===== config.mk =====
export PLATFORM = sky130hd
export DESIGN_NAME = mmio_store_unit
export DESIGN_NICKNAME = d
export VERILOG_FILES = /design/src/rtl/mmio_store_unit_pkg.sv /design/src/rtl/mmio_store_unit_io_counters.sv /design/src/rtl/mmio_store_unit.sv
export SDC_FILE = /design/constraint.sdc
export NUM_CORES = 1
export LEC_CHECK = 0
export BUFFER_PORTS_ARGS = -buffer_cell sky130_fd_sc_hd__buf_2
export CORE_UTILIZATION = 35
export CTS_CLUSTER_DIAMETER = 50
export CTS_CLUSTER_SIZE = 25
export DETAILED_ROUTE_END_ITERATION = 10
export SYNTH_ARGS = -nofsm -noshare
export SYNTH_HDL_FRONTEND = slang
export SYNTH_SLANG_ARGS = --single-unit

===== constraint.sdc =====
create_clock -name clk -period 3 [get_ports clk]
set_clock_uncertainty 0.15 [all_clocks]
set_input_delay 0.15 -clock clk [delete_from_list [all_inputs] [get_ports clk]]
set_output_delay 0.15 -clock clk [all_outputs]
set_load 0.05 [all_outputs]

===== src/rtl/mmio_store_unit_pkg.sv =====
// Shared constants for the MEM-stage store path and the load-result mux:
// region decode bits, IO offsets, store funct3 codes and lane helpers.
package mmio_store_unit_pkg;

   localparam int DMEM_BIT = 28;
   localparam int IMEM_BIT = 29;

   localparam logic [1:0] REGION_MEM  = 2'b00;
   localparam logic [1:0] REGION_BIOS = 2'b01;
   localparam logic [1:0] REGION_IO   = 2'b10;

   localparam logic [7:0] IO_UART_CTRL = 8'h00;
   localparam logic [7:0] IO_UART_RX   = 8'h04;
   localparam logic [7:0] IO_UART_TX   = 8'h08;
   localparam logic [7:0] IO_CYC       = 8'h10;
   localparam logic [7:0] IO_INSTR     = 8'h14;
   localparam logic [7:0] IO_CTR_RST   = 8'h18;

   localparam logic [2:0] F3_SB = 3'b000;
   localparam logic [2:0] F3_SH = 3'b001;
   localparam logic [2:0] F3_SW = 3'b010;

   typedef struct packed {
      logic [31:0] addr;
      logic [31:0] data;
      logic [2:0]  funct3;
   } store_req_t;

   function automatic logic f3_legal(input logic [2:0] f3);
      return (f3 == F3_SB) || (f3 == F3_SH) || (f3 == F3_SW);
   endfunction

   function automatic logic store_aligned(input logic [2:0] f3, input logic [1:0] a);
      case (f3)
         F3_SH:   return ~a[0];
         F3_SW:   return a == 2'b00;
         default: return 1'b1;
      endcase
   endfunction

   function automatic logic [3:0] lane_mask(input logic [2:0] f3, input logic [1:0] a);
      case (f3)
         F3_SB:   return 4'b0001 << a;
         F3_SH:   return a[1] ? 4'b1100 : 4'b0011;
         F3_SW:   return 4'b1111;
         default: return 4'b0000;
      endcase
   endfunction

   function automatic logic [31:0] lane_wdata(input logic [2:0] f3, input logic [31:0] d);
      case (f3)
         F3_SB:   return {4{d[7:0]}};
         F3_SH:   return {2{d[15:0]}};
         default: return d;
      endcase
   endfunction

endpackage


===== src/rtl/mmio_store_unit_io_counters.sv =====
// Free-running cycle counter and retired-instruction counter, both
// clearable by a memory-mapped store; clear wins over increment.
module io_counters
   import mmio_store_unit_pkg::*;
(
   input  logic        clk,
   input  logic        rst_n,
   input  logic        clr_i,
   input  logic        retire_i,
   output logic [31:0] cyc_ctr_o,
   output logic [31:0] instr_ctr_o
);

   logic [31:0] cyc_q, cyc_d;
   logic [31:0] instr_q, instr_d;

   always_comb begin
      cyc_d   = cyc_q + 32'd1;
      instr_d = instr_q + {31'd0, retire_i};
      if (clr_i) begin
         cyc_d   = '0;
         instr_d = '0;
      end
   end

   always_ff @(posedge clk or negedge rst_n) begin
      if (!rst_n) begin
         cyc_q   <= '0;
         instr_q <= '0;
      end else begin
         cyc_q   <= cyc_d;
         instr_q <= instr_d;
      end
   end

   assign cyc_ctr_o   = cyc_q;
   assign instr_ctr_o = instr_q;

endmodule


===== src/rtl/mmio_store_unit.sv =====
// MEM-stage store unit: byte-lane enables and replicated write data for
// DMEM/IMEM, plus the UART TX holding register and counter-clear IO writes.
module mmio_store_unit
   import mmio_store_unit_pkg::*;
#(
   parameter int WIDTH = 32
) (
   input  logic             clk,
   input  logic             rst_n,
   input  logic             store_en,
   input  logic             stall,
   input  logic             instr_retire,
   input  logic [WIDTH-1:0] store_addr,
   input  logic [WIDTH-1:0] store_data,
   input  logic [2:0]       store_funct3,
   input  logic             imem_wr_allow,
   output logic [3:0]       dmem_we,
   output logic [3:0]       imem_we,
   output logic [WIDTH-1:0] mem_wdata,
   output logic             misaligned,
   output logic [7:0]       uart_tx_data_in,
   output logic             uart_tx_data_in_valid,
   input  logic             uart_tx_data_in_ready,
   output logic             uart_tx_status_ready,
   output logic [WIDTH-1:0] cyc_ctr,
   output logic [WIDTH-1:0] instr_ctr
);

   store_req_t req;
   logic       req_go, aligned, active;
   logic [3:0] mask;
   logic       in_mem, in_io, tx_wr, ctr_clr;
   logic       tx_valid_q, tx_valid_d;
   logic [7:0] tx_data_q, tx_data_d;
   logic       unused_addr;

   assign req = '{addr: store_addr, data: store_data, funct3: store_funct3};

   assign req_go     = store_en & ~stall & f3_legal(req.funct3);
   assign aligned    = store_aligned(req.funct3, req.addr[1:0]);
   assign active     = req_go & aligned;
   assign misaligned = req_go & ~aligned;

   assign mask      = lane_mask(req.funct3, req.addr[1:0]);
   assign mem_wdata = lane_wdata(req.funct3, req.data);

   // Both region bits may be set at once; each memory decodes independently.
   assign in_mem  = active & (req.addr[31:30] == REGION_MEM);
   assign dmem_we = (in_mem & req.addr[DMEM_BIT]) ? mask : 4'b0000;
   assign imem_we = (in_mem & req.addr[IMEM_BIT] & imem_wr_allow) ? mask : 4'b0000;

   assign in_io   = active & (req.addr[31:30] == REGION_IO);
   assign tx_wr   = in_io & (req.addr[7:0] == IO_UART_TX);
   assign ctr_clr = in_io & (req.addr[7:0] == IO_CTR_RST);

   assign unused_addr = ^req.addr[27:8];

   // A store that lands while a byte is still pending is dropped, even if
   // the handshake completes on the same edge.
   always_comb begin
      tx_valid_d = tx_valid_q;
      tx_data_d  = tx_data_q;
      if (tx_valid_q) begin
         if (uart_tx_data_in_ready) tx_valid_d = 1'b0;
      end else if (tx_wr) begin
         tx_valid_d = 1'b1;
         tx_data_d  = req.data[7:0];
      end
   end

   always_ff @(posedge clk or negedge rst_n) begin
      if (!rst_n) begin
         tx_valid_q <= 1'b0;
         tx_data_q  <= 8'h00;
      end else begin
         tx_valid_q <= tx_valid_d;
         tx_data_q  <= tx_data_d;
      end
   end

   assign uart_tx_data_in       = tx_data_q;
   assign uart_tx_data_in_valid = tx_valid_q;
   assign uart_tx_status_ready  = ~tx_valid_q;

   io_counters u_ctr (
      .clk         (clk),
      .rst_n       (rst_n),
      .clr_i       (ctr_clr),
      .retire_i    (instr_retire & ~stall),
      .cyc_ctr_o   (cyc_ctr),
      .instr_ctr_o (instr_ctr)
   );

endmodule


==> impl_results.md <==
* Peak supply drop at 0.000290 V
* Seq/Total Area, Yosys at 43.1%
* First-pass DRT Iterations at 7
* Net Count, Synth at 533
* Layout cells sized above 1 at 35.5%
* Largest net degree at the start of global routing at 74
* First-pass GRT wire length at roughly 19 mm
* Crit path top cell by count: or4_1
* HPWL after DPL at 8.19 mm
* Minimum clock period at 2550 ps
* Top cell type's share of synthesized area at 43.1%
* CTS clk-pin slew, worst paths at 60 ps
* CP Max Fanout at 10
* Initial DRC Count at 257
* Final setup TNS at 0 ps
* Worst-skew pair later-pin latency at 330 ps
* Worst r2r dst: u_ctr.cyc_ctr_o[28]$_DFF_PN0_
* CTS sink count at 73
* Vias post-DR at 4063
* Row count at 39
* Buf/Inv on CP at 1
* H-Tree Depth at 3
* Max-Cap Viols at 0
* Post-synthesis cell area at 4240 µm²
* Most frequent cell after synthesis: dfrtp_1
* Tightest Pin Transition at 949 ps
* Routed wire length at 11.4 mm
* Synth async-reset ratio at between 90% and 100%
* Crit. path cell count at 6
* Switching power at 1070 µW
* Yosys warns at 0
* Post-CTS setup buffer count at 0
* Gr ovfl total at 0
* P&R area growth vs syn at 31.5%
* Nets at around 700
* Slew HR at 36.8%
* Final core utilization at 48.0%
* Number of cells produced by synthesis at between 400 and 500
* Wirelength per Cell at roughly 15 µm
* Finish-stage setup viols at 0
* Syn Area/Cell at 9.30 µm²
* Final hold vios at 0
* DRC viols at 6
* Critical path's slowest cell: or4_1
* Synth unique cells at 39
* Worst Hold Depth at 2
* CTS root buf: clkbuf_16
* Vias per inst at 5.26
* CP Class: register to register
* Die width at around 110 µm
* I/O Pins at 189
* Combinational power share at 25.5%
* R2R Path Start: u_ctr.cyc_ctr_o[0]$_DFF_PN0_
* Total chip power at 2970 µW
* RSZ-0062 raised after global routing: no
* Hold endpoint: uart_tx_data_in[6]$_DFFE_PN0P_
* Number of antenna-violating nets in the routed design at 0
* P_int at 1890 µW
* Worst EP arrival at around 2700 ps
* Area leader, netlist: dfrtp_1
* Clock buffer depth at 2
* Critical path cell sequence: ha_1 > nand4_1 > or4_1 > buf_4 > or4_1 > a21oi_1
* GPL Wtd Cong at 0.823
* Largest delay share family, worst path: simple AND/OR/NAND/NOR gates
* Post-synth EDFFs at 0
* Crit start category: register
* CP peak stage delay at 680 ps
* Worst R2R Setup Slack at 450 ps
* Yosys reg bits at 73
* CTS tree: yes
* Die footprint at 12600 µm²
* Clk network pwr share at around a third
* Reg2Reg Depth at 6
* Via count of the first global-routing pass at 3907
* Initial antenna violation count at 0
* Worst path required time at 3110 ps
* Core Region at 11600 µm²
* Fmax at ~0.4 GHz
* IO Port Bufs at 168
* Min-Delay Path Class: input pin to register
* Main synth FF type: dfrtp_1
* Antenna cell count at 0
* Number of buffers created by CTS at 9
* Top post-synthesis cells by area: dfrtp_1 (43%), mux2_2 (6.4%), a21oi_1 (5.1%)
* Outcome: finished, violations left
* Failing checks: DRC
* Element type at the critical path end: register
* GR Util All Layers at 18.8%
* Cell leakage power at between 0.002 and 0.003 µW
* List of most frequent post-synthesis cells: dfrtp_1 (73), nor2_1 (47), a21oi_1 (43), mux2_2 (24), nand2_1 (24)
* Die H at approximately 110 µm
* Seq pwr share at 39.7%
* Net Sw Frac at 36.2%
* Starting Density at 36.5%
* Hold_sp: store_data[6]
* Period utilization at 84.9%
* Final slew viol count at 0
* PD cells at ~530 nW/µm²
[kinds of logic (layout without fill, tap and decap cells)]
family,after synthesis,count (layout),share of synthesized area (%)
simple gates,190,190,25.2
compound gates,88,88,12.0
flops,73,73,43.1
buf+inv,43,216,4.90
mux,35,35,8.97
xor+xnor,24,24,4.96
fa+ha+maj,3,3,0.885
[power groups by stage]
stage | Sequential, µW | Combinational [µW] | Clock [µW]
floorplan | 1430 | 284 | 0
global placement | 1190 | 750 | 0
detailed placement | 1190 | 749 | 0
CTS | 1180 | 761 | 1060
global route | 1190 | 801 | 1110
finish | 1180 | 755 | 1030
[placed cells by master (no fill, tap or decap), types with 17 or more instances in the layout]
cell	n
a21oi_1	43
buf_2	167
o31ai_1	23
or4_1	23
dfrtp_1	73
nand2_1	24
o21ai_0	18
nand4_1	17
mux2_2	24
nor2_1	47
nand3_1	19
[flip-flops by register name, indices dropped and copies added (netlist names)]
name and cells:
u_ctr.instr_ctr_o 32, uart_tx_data_in_valid 1, uart_tx_data_in 8, u_ctr.cyc_ctr_o 32
[through the flow]
stage	hold WS [ps]	setup WS (ps)	instances	area, µm²
after global routing	27.5	302	772	5580
final	17.3	452	772	5580
after global placement	175	516	748	5210
after floorplan	-296	79.1	456	4250
after CTS	17.7	445	772	5580
after detailed placement	211	456	748	5210
[cell type report]
cell class                      instances  area [µm²]
Fill cell                            1126        6040
Sequential cell                        73        1830
Multi-Input combinational cell        340        2220
Inverter                               14        52.6
Tap cell                              143         179
Clock buffer                           11         233
Timing Repair Buffer                  187        1020
Clock inverter                          4        45.0
[worst max path at each step]
stage,slack [ps],end,startpoint
final,450,u_ctr.cyc_ctr_o[28]$_DFF_PN0_,u_ctr.cyc_ctr_o[0]$_DFF_PN0_
after global routing,300,u_ctr.cyc_ctr_o[28]$_DFF_PN0_,u_ctr.cyc_ctr_o[0]$_DFF_PN0_
after detailed placement,460,u_ctr.cyc_ctr_o[28]$_DFF_PN0_,u_ctr.cyc_ctr_o[0]$_DFF_PN0_
after floorplan,80,dmem_we[2],store_funct3[1]
after global placement,520,u_ctr.cyc_ctr_o[28]$_DFF_PN0_,u_ctr.cyc_ctr_o[0]$_DFF_PN0_
after CTS,450,u_ctr.cyc_ctr_o[28]$_DFF_PN0_,u_ctr.cyc_ctr_o[0]$_DFF_PN0_
[layer usage]
metal	routed length, µm	vias to the layer above	track usage (%)
met5	0	-	0
met4	198	0	8.53
met3	630	15	3.78
met2	5630	130	32.6
met1	4900	1911	22.5
li1	-	2007	-
[what timing repair did]
action / 4_1_cts / 5_1_grt
gates resized for setup: 0 / 0
hold endpoints to repair: 81 / 0
hold buffers: 9 / 0
Power figures use the tool's default switching activity.
